**config.mk**
```make
export PLATFORM = sky130hd
export DESIGN_NAME = divide_sequencer
export DESIGN_NICKNAME = d
export VERILOG_FILES = /design/src/rtl/divide_sequencer_pkg.sv /design/src/rtl/divide_step.sv /design/src/rtl/divide_sequencer.sv
export SDC_FILE = /design/constraint.sdc
export NUM_CORES = 1
export LEC_CHECK = 0
export BUFFER_PORTS_ARGS = -buffer_cell sky130_fd_sc_hd__buf_2
export CORE_ASPECT_RATIO = 1.4
export CORE_UTILIZATION = 29
export CTS_CLUSTER_SIZE = 20
export DETAILED_ROUTE_END_ITERATION = 7
export GPL_ROUTABILITY_DRIVEN = 0
export PLACE_DENSITY = 0.42
export SLEW_MARGIN = 10
export SYNTH_ARGS = -nofsm -noshare
export SYNTH_HDL_FRONTEND = slang
export SYNTH_SLANG_ARGS = --single-unit
export TNS_END_PERCENT = 20
```
**constraint.sdc**
```tcl
create_clock -name iCLK -period 9.2 [get_ports iCLK]
set_input_delay 1.84 -clock iCLK [delete_from_list [all_inputs] [get_ports iCLK]]
set_output_delay 1.84 -clock iCLK [all_outputs]
set_load 0.02 [all_outputs]
```
**src/rtl/divide_sequencer_pkg.sv**
```systemverilog
// Shared ALU constants and divide sequencer encodings.
package divide_sequencer_pkg;
  localparam int XLEN      = 32;
  localparam int DIV_ITERS = 32;

  localparam logic [4:0]      OPDIV  = 5'b01100;
  localparam logic [4:0]      OPDIVU = 5'b01101;
  localparam logic [4:0]      OPREM  = 5'b01110;
  localparam logic [4:0]      OPREMU = 5'b01111;
  localparam logic [XLEN-1:0] ZERO   = '0;

  typedef enum logic [1:0] {
    DSTATE_IDLE = 2'd0,
    DSTATE_ITER = 2'd1,
    DSTATE_FIX  = 2'd2
  } dstate_e;

  // Two's-complement magnitude for signed ops; 0x80000000 stays 0x80000000 as unsigned.
  function automatic logic [XLEN-1:0] mag(input logic [XLEN-1:0] v, input logic sgn);
    return (sgn && v[XLEN-1]) ? (ZERO - v) : v;
  endfunction
endpackage

```
**src/rtl/divide_step.sv**
```systemverilog
// One combinational radix-2 restoring divide step.
module divide_step
  import divide_sequencer_pkg::*;
(
  input  logic [XLEN:0]   rem_i,
  input  logic            dbit_i,
  input  logic [XLEN-1:0] divisor_i,
  output logic [XLEN:0]   rem_o,
  output logic            qbit_o
);
  logic [XLEN:0] shifted;
  logic [XLEN:0] diff;
  logic          unused_msb;

  // Remainder stays below the divisor, so its top bit never carries into the shift.
  assign unused_msb = rem_i[XLEN];
  assign shifted    = {rem_i[XLEN-1:0], dbit_i};
  assign diff       = shifted - {1'b0, divisor_i};
  assign qbit_o     = (shifted >= {1'b0, divisor_i});
  assign rem_o      = qbit_o ? diff : shifted;
endmodule

```
**src/rtl/divide_sequencer.sv**
```systemverilog
// Multi-cycle DIV/DIVU/REM/REMU sequencer, one quotient bit per cycle.
// DIVIDE_FAST_SPECIAL_EN: divide-by-zero and signed overflow skip the iterations.
module divide_sequencer
  import divide_sequencer_pkg::*;
(
  input  logic            iCLK,
  input  logic            iRSTn,
  input  logic            iValid,
  input  logic [4:0]      iControl,
  input  logic [XLEN-1:0] iA,
  input  logic [XLEN-1:0] iB,
  input  logic            iFlush,
  output logic            oReady,
  output logic            oBusy,
  output logic            oDone,
  output logic [XLEN-1:0] oResult
);
  dstate_e         state_q, state_d;
  logic [4:0]      cnt_q, cnt_d, op_q, op_d;
  logic [XLEN-1:0] dvd_q, dvd_d, dvs_q, dvs_d, spec_res_q, spec_res_d, res_q, res_d;
  logic [XLEN:0]   rem_q, rem_d;
  logic            qneg_q, qneg_d, rneg_q, rneg_d, spec_q, spec_d, done_q, done_d;

  logic            in_signed, in_div, op_ok, accept, b_zero, ovf;
  logic [XLEN-1:0] spec_res_in, q_fix, r_fix, fix_res;
  logic [XLEN:0]   step_rem;
  logic            step_q;

  assign in_signed = (iControl == OPDIV) || (iControl == OPREM);
  assign in_div    = (iControl == OPDIV) || (iControl == OPDIVU);
  assign op_ok     = in_signed || (iControl == OPDIVU) || (iControl == OPREMU);
  assign accept    = iValid && oReady && !iFlush && op_ok;
  assign b_zero    = (iB == ZERO);
  assign ovf       = in_signed && (iA == 32'h8000_0000) && (iB == 32'hFFFF_FFFF);
  assign spec_res_in = b_zero ? (in_div ? 32'hFFFF_FFFF : iA)
                              : (in_div ? 32'h8000_0000 : ZERO);

  divide_step u_step (
    .rem_i    (rem_q),
    .dbit_i   (dvd_q[XLEN-1]),
    .divisor_i(dvs_q),
    .rem_o    (step_rem),
    .qbit_o   (step_q)
  );

  // Dividend register doubles as the quotient: bits shift in at the LSB.
  assign q_fix   = qneg_q ? (ZERO - dvd_q) : dvd_q;
  assign r_fix   = rneg_q ? (ZERO - rem_q[XLEN-1:0]) : rem_q[XLEN-1:0];
  assign fix_res = spec_q ? spec_res_q
                 : (((op_q == OPDIV) || (op_q == OPDIVU)) ? q_fix : r_fix);

  always_comb begin
    state_d    = state_q;
    cnt_d      = cnt_q;
    op_d       = op_q;
    dvd_d      = dvd_q;
    dvs_d      = dvs_q;
    rem_d      = rem_q;
    qneg_d     = qneg_q;
    rneg_d     = rneg_q;
    spec_d     = spec_q;
    spec_res_d = spec_res_q;
    res_d      = res_q;
    done_d     = 1'b0;
    case (state_q)
      DSTATE_IDLE: if (accept) begin
        op_d       = iControl;
        dvd_d      = mag(iA, in_signed);
        dvs_d      = mag(iB, in_signed);
        qneg_d     = in_signed && (iA[XLEN-1] ^ iB[XLEN-1]);
        rneg_d     = in_signed && iA[XLEN-1];
        rem_d      = '0;
        spec_d     = b_zero || ovf;
        spec_res_d = spec_res_in;
        cnt_d      = 5'(DIV_ITERS - 1);
`ifdef DIVIDE_FAST_SPECIAL_EN
        state_d    = (b_zero || ovf) ? DSTATE_FIX : DSTATE_ITER;
`else
        state_d    = DSTATE_ITER;
`endif
      end
      DSTATE_ITER: begin
        rem_d = step_rem;
        dvd_d = {dvd_q[XLEN-2:0], step_q};
        if (cnt_q == 5'd0) state_d = DSTATE_FIX;
        else               cnt_d   = cnt_q - 5'd1;
      end
      DSTATE_FIX: begin
        res_d   = fix_res;
        done_d  = 1'b1;
        state_d = DSTATE_IDLE;
      end
      default: state_d = DSTATE_IDLE;
    endcase
    if (iFlush) begin
      state_d = DSTATE_IDLE;
      done_d  = 1'b0;
      res_d   = res_q;
    end
  end

  always_ff @(posedge iCLK or negedge iRSTn) begin
    if (!iRSTn) begin
      state_q    <= DSTATE_IDLE;
      cnt_q      <= '0;
      op_q       <= '0;
      dvd_q      <= '0;
      dvs_q      <= '0;
      rem_q      <= '0;
      qneg_q     <= 1'b0;
      rneg_q     <= 1'b0;
      spec_q     <= 1'b0;
      spec_res_q <= '0;
      res_q      <= '0;
      done_q     <= 1'b0;
    end else begin
      state_q    <= state_d;
      cnt_q      <= cnt_d;
      op_q       <= op_d;
      dvd_q      <= dvd_d;
      dvs_q      <= dvs_d;
      rem_q      <= rem_d;
      qneg_q     <= qneg_d;
      rneg_q     <= rneg_d;
      spec_q     <= spec_d;
      spec_res_q <= spec_res_d;
      res_q      <= res_d;
      done_q     <= done_d;
    end
  end

  assign oReady  = (state_q == DSTATE_IDLE);
  assign oBusy   = !oReady;
  assign oDone   = done_q;
  assign oResult = res_q;
endmodule

```
==> impl_metrics.json, run 1 <==
{
  "outcome": "finished clean",
  "pre_cts_ws_ps": 4640,
  "die_area_um2": 42600,
  "endpoint_kind": "flip-flop",
  "crit_arrival_ps": 4410,
  "hold_depth": 2,
  "synth_area_um2": 12100,
  "vias": 10600,
  "max-vdd-ir-drop_mv": 0.152,
  "p_per_area_nw_per_um2": 279,
  "reg2reg_slack_ps": 5180,
  "final.setup.tns_ps": 0,
  "final-hold-violation-count": 0,
  "drt_iter0_drc": 600,
  "synth-edff-count": 0,
  "core-area_um2": 41200,
  "cts_sinks": 175,
  "clock-root-buffer": "clkbuf_16",
  "total_power_mw": 3.82,
  "avgSynthCellArea_um2": 8.35,
  "ios": 108,
  "tightest_slew_ps": 1190,
  "grt_use_total_pct": 18.6,
  "rows": 88,
  "synth_nets": 1563,
  "ant_nets": 0,
  "remaining_drc_errors": 0,
  "insertion_delay_ps": 450,
  "cts_max_level": 4,
  "clkTransAtPathRegs_ps": 70,
  "yosys_warnings": 0,
  "antenna_found_initial": 0,
  "first_global_vias": 10700,
  "clock_path_buffers": 2,
  "cts_buffers": 17,
  "dieWidth_um": 175,
  "holdPathEnd": "dvs_q[16]$_DFFE_PN0P_",
  "min-delay-start": "dvs_q[16]$_DFFE_PN0P_",
  "worstPathCellList": "buf_2 > or4_1 > nor3_1 > and2_1 > nand3_1 > nor3_4 > buf_4 > o21ai_0 > o21ai_0",
  "cts_tree": "built",
  "r2r_cells": 10,
  "grt-ovfl-total": 0,
  "fin_util_pct": 33.3,
  "start_util_pct": 29.4,
  "drv_cap": 0,
  "dieHeight_um": 244,
  "synthArstFlopShare_pct": 100,
  "firstDrtPassIters": 5,
  "worst_r2r_endpoint": "rem_q[26]$_DFFE_PN0P_",
  "port_buffers": 107,
  "fin_nets": 1610,
  "cp.required_ps": 9560,
  "dp_hpwl_um": 28500,
  "synth_top_flop_cell": "dfrtp_1",
  "holdWs_ps": 475,
  "synth_cell_type_count": 74,
  "slew_violations": 0,
  "fmax_mhz": 247,
  "synthCells": 1450,
  "worstHoldPathType": "reg -> reg",
  "reg2reg_from": "rem_q[5]$_DFFE_PN0P_",
  "holdBufCountCts": 0,
  "finalSetupViolations": 0,
  "p_leak_nw": 5.75,
  "worstPathMaxFanout": 33,
  "cts_setup_buffers": 0,
  "syn_to_final_growth_pct": 13.1,
  "rsz0062_at_grt": "no",
  "layout-drive-gt1-share_pct": 12.5,
  "cp-start-kind": "input port",
  "crit_top_cell": "o21ai_0",
  "min_period_ps": 4050,
  "routed_wl_um": 38700,
  "slowest_stage": "or4_1",
  "skew_ps": 12.9,
  "min_period_over_period_pct": 44.0,
  "fin_ws_ps": 5150,
  "critPathMaxStageDelay_ps": 600,
  "synth_seq_area_share_pct": 36.2,
  "grt_max_degree": 66,
  "grt_pass1_wl_um": 62300,
  "viasPerCell": 5.19,
  "wl_per_cell_um": 18.9,
  "yosys_register_bits": 175,
  "cts-resized-gates": 0,
  "n_antenna_cell": 0,
  "path_class": "in -> reg",
  "relSlewSlack_pct": 20.4
}
[flip-flops by register name (all words and copies together) (netlist names)]
register and count:
op_q 4, oDone 1, qneg_q 1, state_q 2, dvd_q 32, oResult 32
spec_q 1, rem_q 32, rneg_q 1, cnt_q 5, dvs_q 32, spec_res_q 32
[synthesized netlist by cell type (4+ instances only)]
| cell type | number | area [µm²] |
|---|---|---|
| a32oi_1 | 8 | 70.1 |
| a21o_1 | 11 | 82.6 |
| a22oi_1 | 28 | 210 |
| nor4_1 | 12 | 75.1 |
| o21ai_0 | 226 | 1130 |
| xor2_1 | 74 | 648 |
| and3_1 | 14 | 87.6 |
| and2_1 | 9 | 56.3 |
| nand4_1 | 16 | 100 |
| or2_2 | 4 | 25.0 |
| xnor2_1 | 73 | 639 |
| nand2b_1 | 14 | 87.6 |
| o21ai_1 | 10 | 50.1 |
| a211oi_1 | 27 | 203 |
| or4_4 | 7 | 78.8 |
| o31a_1 | 4 | 35.0 |
| a21oi_1 | 85 | 425 |
| inv_1 | 57 | 214 |
| or3_1 | 15 | 93.8 |
| a31oi_1 | 9 | 56.3 |
| nor2b_1 | 4 | 25.0 |
| or4_1 | 16 | 120 |
| nand2_1 | 168 | 631 |
| o31ai_1 | 28 | 210 |
| mux2i_1 | 25 | 250 |
| o41ai_1 | 15 | 131 |
| nand3_1 | 21 | 105 |
| nor3_1 | 28 | 140 |
| clkbuf_1 | 84 | 315 |
| nor2_1 | 76 | 285 |
| o211ai_1 | 7 | 52.6 |
| ha_1 | 39 | 488 |
| dfrtp_1 | 175 | 4380 |
[layer usage]
metal | GRT usage, % | wire length [µm] | vias to the layer above
li1 | - | - | 5302
met1 | 23.4 | 17100 | 5120
met2 | 33.4 | 20100 | 184
met3 | 2.12 | 893 | 33
met4 | 5.09 | 654 | 0
met5 | 0 | 0 | -
[report_power, final]
part / total, mW / leakage [nW] / internal (mW) / switching [mW]
Sequential: 1.18 / 2.29 / 0.922 / 0.257
Combinational: 1.91 / 3.18 / 0.789 / 1.12
Clock: 0.734 / 0.283 / 0.412 / 0.322
[critical path, delay by kind of cell]
kind            cells  cell delay, ps
simple gates        5            1660
buf+inv             2             510
compound gates      2             360
[cell type report]
| cell class | count | area, µm² |
|---|---|---|
| Sequential cell | 175 | 4380 |
| Clock buffer | 21 | 460 |
| Clock inverter | 10 | 114 |
| Timing Repair Buffer | 122 | 657 |
| Fill cell | 4471 | 27500 |
| Multi-Input combinational cell | 1124 | 7200 |
| Tap cell | 540 | 676 |
| Inverter | 57 | 214 |
[how the worst max path moves through the flow]
stage / cells past startpoint / to / from / slack [ps]
after detailed placement: 9 / spec_res_q[23]$_DFFE_PN0P_ / iB[6] / 4640
after global placement: 9 / spec_res_q[8]$_DFFE_PN0P_ / iB[6] / 4710
after global routing: 9 / spec_res_q[29]$_DFFE_PN0P_ / iB[6] / 4940
final: 9 / spec_res_q[19]$_DFFE_PN0P_ / iB[6] / 5150
after CTS: 9 / spec_res_q[19]$_DFFE_PN0P_ / iB[6] / 5110
after floorplan: 8 / dvd_q[27]$_DFFE_PN0P_ / iA[10] / 5120
[per-stage QoR]
stage	cells	cell area (µm²)
after floorplan	1450	12100
after global placement	2018	13100
after detailed placement	2018	13100
after CTS	2049	13700
after global routing	2049	13700
final	2049	13700
[cell usage in the layout (no fill, tap or decap), drive strengths merged, types with 11 or more instances in the layout]
cell and count:
o21ai 236, dfrtp 175, nand2 168, buf 121, a21oi 86, nor2 76
xor2 74, xnor2 73, inv 57, ha 39, o31ai 30, nor3 30
a22oi 28, a211oi 27, mux2i 25, or4 23, clkbuf 22, nand3 21
o41ai 19, nand4 16, or3 16, nand2b 14, and3 14, nor4 13
a21o 11
[cell families after synthesis]
family                     synth area share [%]
DFF                                        36.2
xor gates and xnor gates                   10.6
buffers and inverters                      4.90
muxes                                      2.07
and+or+nand+nor                            17.4
adders and majority gates                  4.20
AOI/OAI and AO/OA                          24.7
Note: power is estimated with default switching activity, not from simulation.
==> inputs of run 2 (changes only) <==
- PLACE_DENSITY: 0.42 -> 0.43
- clock period: 9.2 -> 3.35 ns (I/O delays scaled with it)
==> impl_metrics.json, run 2 (synthesis gave the netlist of run 1 again) <==
{
  "outcome": "finished clean",
  "crit_start": "dvd_q[31]$_DFFE_PN0P_",
  "final_common_cell": "o21ai_0",
  "final-hold-violation-count": 0,
  "rows": 88,
  "skew_ps": 11.4,
  "ios": 108,
  "reg2reg_from": "dvd_q[31]$_DFFE_PN0P_",
  "dieWidth_um": 175,
  "rsz0062_at_grt": "no",
  "fmax_mhz": 322,
  "min_period_ps": 3100,
  "final_cell_mix": "o21ai_0 (226), dfrtp_1 (174), nand2_1 (168)",
  "cts_tree": "built",
  "cts_setup_buffers": 0,
  "combPwrFrac_pct": 52.7,
  "port_buffers": 107,
  "grt_use_total_pct": 18.6,
  "wl_per_cell_um": 18.6,
  "p_leak_nw": 6.02,
  "vias": 10900,
  "path_class": "reg -> reg",
  "antenna_found_initial": 0,
  "cts_buffers": 17,
  "clkTransAtPathRegs_ps": 70,
  "fin_nets": 1658,
  "p_switching_mw": 4.74,
  "remaining_drc_errors": 0,
  "endpoint": "rem_q[24]$_DFFE_PN0P_",
  "core-area_um2": 41200,
  "slew_violations": 0,
  "dp.cells": 2066,
  "ant_nets": 0,
  "grt-ovfl-total": 0,
  "clock-root-buffer": "clkbuf_16",
  "firstDrtPassIters": 5,
  "layout-drive-gt1-share_pct": 15.2,
  "fin_cells": 2096,
  "clock_power_share_pct": 18.8,
  "worstPathMaxFanout": 6,
  "min_period_over_period_pct": 92.7,
  "p_seq_share_pct": 28.6,
  "drt_iter0_drc": 631,
  "clock_path_buffers": 2,
  "insertion_delay_ps": 450,
  "pre_cts_ws_ps": 73.8,
  "cp-start-kind": "flip-flop",
  "first_global_vias": 10800,
  "viasPerCell": 5.21,
  "finalSetupViolations": 0,
  "finalInstanceArea_um2": 14200,
  "n_antenna_cell": 0,
  "final.setup.tns_ps": 0,
  "holdWs_ps": 166,
  "r2r_cells": 13,
  "cp.required_ps": 3670,
  "dp_hpwl_um": 29300,
  "dieHeight_um": 244,
  "grt_max_degree": 77,
  "crit_arrival_ps": 3420,
  "routed_wl_um": 38900,
  "switching_share_pct": 43.3,
  "internal-power_mw": 6.20,
  "cts_sinks": 175,
  "worstHoldPathType": "in -> async",
  "placed_cell_area_um2": 13600,
  "max-vdd-ir-drop_mv": 0.430,
  "p_per_area_nw_per_um2": 774,
  "reg2reg_slack_ps": 250,
  "tightest_slew_ps": 714,
  "fin_ws_ps": 245,
  "start_util_pct": 29.4,
  "grt_pass1_wl_um": 61900,
  "cts_max_level": 4,
  "relSlewSlack_pct": 52.3,
  "worst_r2r_endpoint": "rem_q[24]$_DFFE_PN0P_",
  "endpoint_kind": "flip-flop",
  "syn_to_final_growth_pct": 16.9,
  "drv_cap": 0,
  "die_area_um2": 42600
}
## run 2: changes by cell type in the layout (fill, tap and decap cells not counted), sizes merged
cell	delta
clkinvlp	+1
buf	+48
inv	+1
clkbuf	+1
clkinv	-4
## run 2: repair_timing
| action | 4_1_cts | 5_1_grt |
|---|---|---|
| hold buffers | 0 | 0 |
| resized for setup | 0 | 1 |
| endpoints found under the setup margin | 0 | 2 |
## run 2: worst min path at each step
stage | from | cells past startpoint | endpoint | slack [ps]
2_1_floorplan | iRSTn | 0 | cnt_q[0]$_DFFE_PN0P_ | 370
3_3_place_gp | qneg_q$_DFFE_PN0P_ | 2 | qneg_q$_DFFE_PN0P_ | 450
3_5_place_dp | oResult[14]$_DFFE_PN0P_ | 2 | oResult[14]$_DFFE_PN0P_ | 460
4_1_cts | iRSTn | 1 | oResult[3]$_DFFE_PN0P_ | 160
5_1_grt | iRSTn | 1 | oResult[4]$_DFFE_PN0P_ | 180
6_report | iRSTn | 1 | oResult[3]$_DFFE_PN0P_ | 170
## run 2: worst max-delay path, cell delays in order (launching register included)
cell	delay, ps
dfrtp_1	400
inv_1	130
ha_1	190
inv_1	50
fa_1	410
a211oi_2	240
o21bai_1	130
a31o_2	290
a311oi_1	350
buf_4	210
nor2_1	60
a211oi_1	270
xnor2_1	160
o21ai_0	90
## run 2: per-layer routing
metal	vias up	GRT usage, %	wire (µm)
met5	-	0	0
met4	0	5.93	778
met3	43	2.14	905
met2	186	33.8	20100
met1	5279	22.6	17100
li1	5406	-	-
## run 2: power by group through the flow
stage / sequential, mW / combinational [mW] / clock [mW]
6_report: 3.13 / 5.77 / 2.06
5_1_grt: 3.20 / 6.42 / 2.18
4_1_cts: 3.12 / 5.79 / 2.13
3_5_place_dp: 3.16 / 5.76 / 0
3_3_place_gp: 3.15 / 5.74 / 0
2_1_floorplan: 2.98 / 4.00 / 0
## run 2: area by class of cell
class	instances	area [µm²]
sequential	175	4380
clock buffer	22	484
inverter	57	214
multi-input combinational	1124	7200
timing repair buffer	170	1090
clock inverter	8	106
fill	4435	27000
tap	540	676
## run 2: stage by stage
stage | utilization, % | power, mW
floorplan | - | 6.99
global placement | 32.9 | 8.89
detailed placement | 32.9 | 8.92
CTS | 34.4 | 11.0
global route | 34.4 | 11.8
finish | 34.4 | 10.9
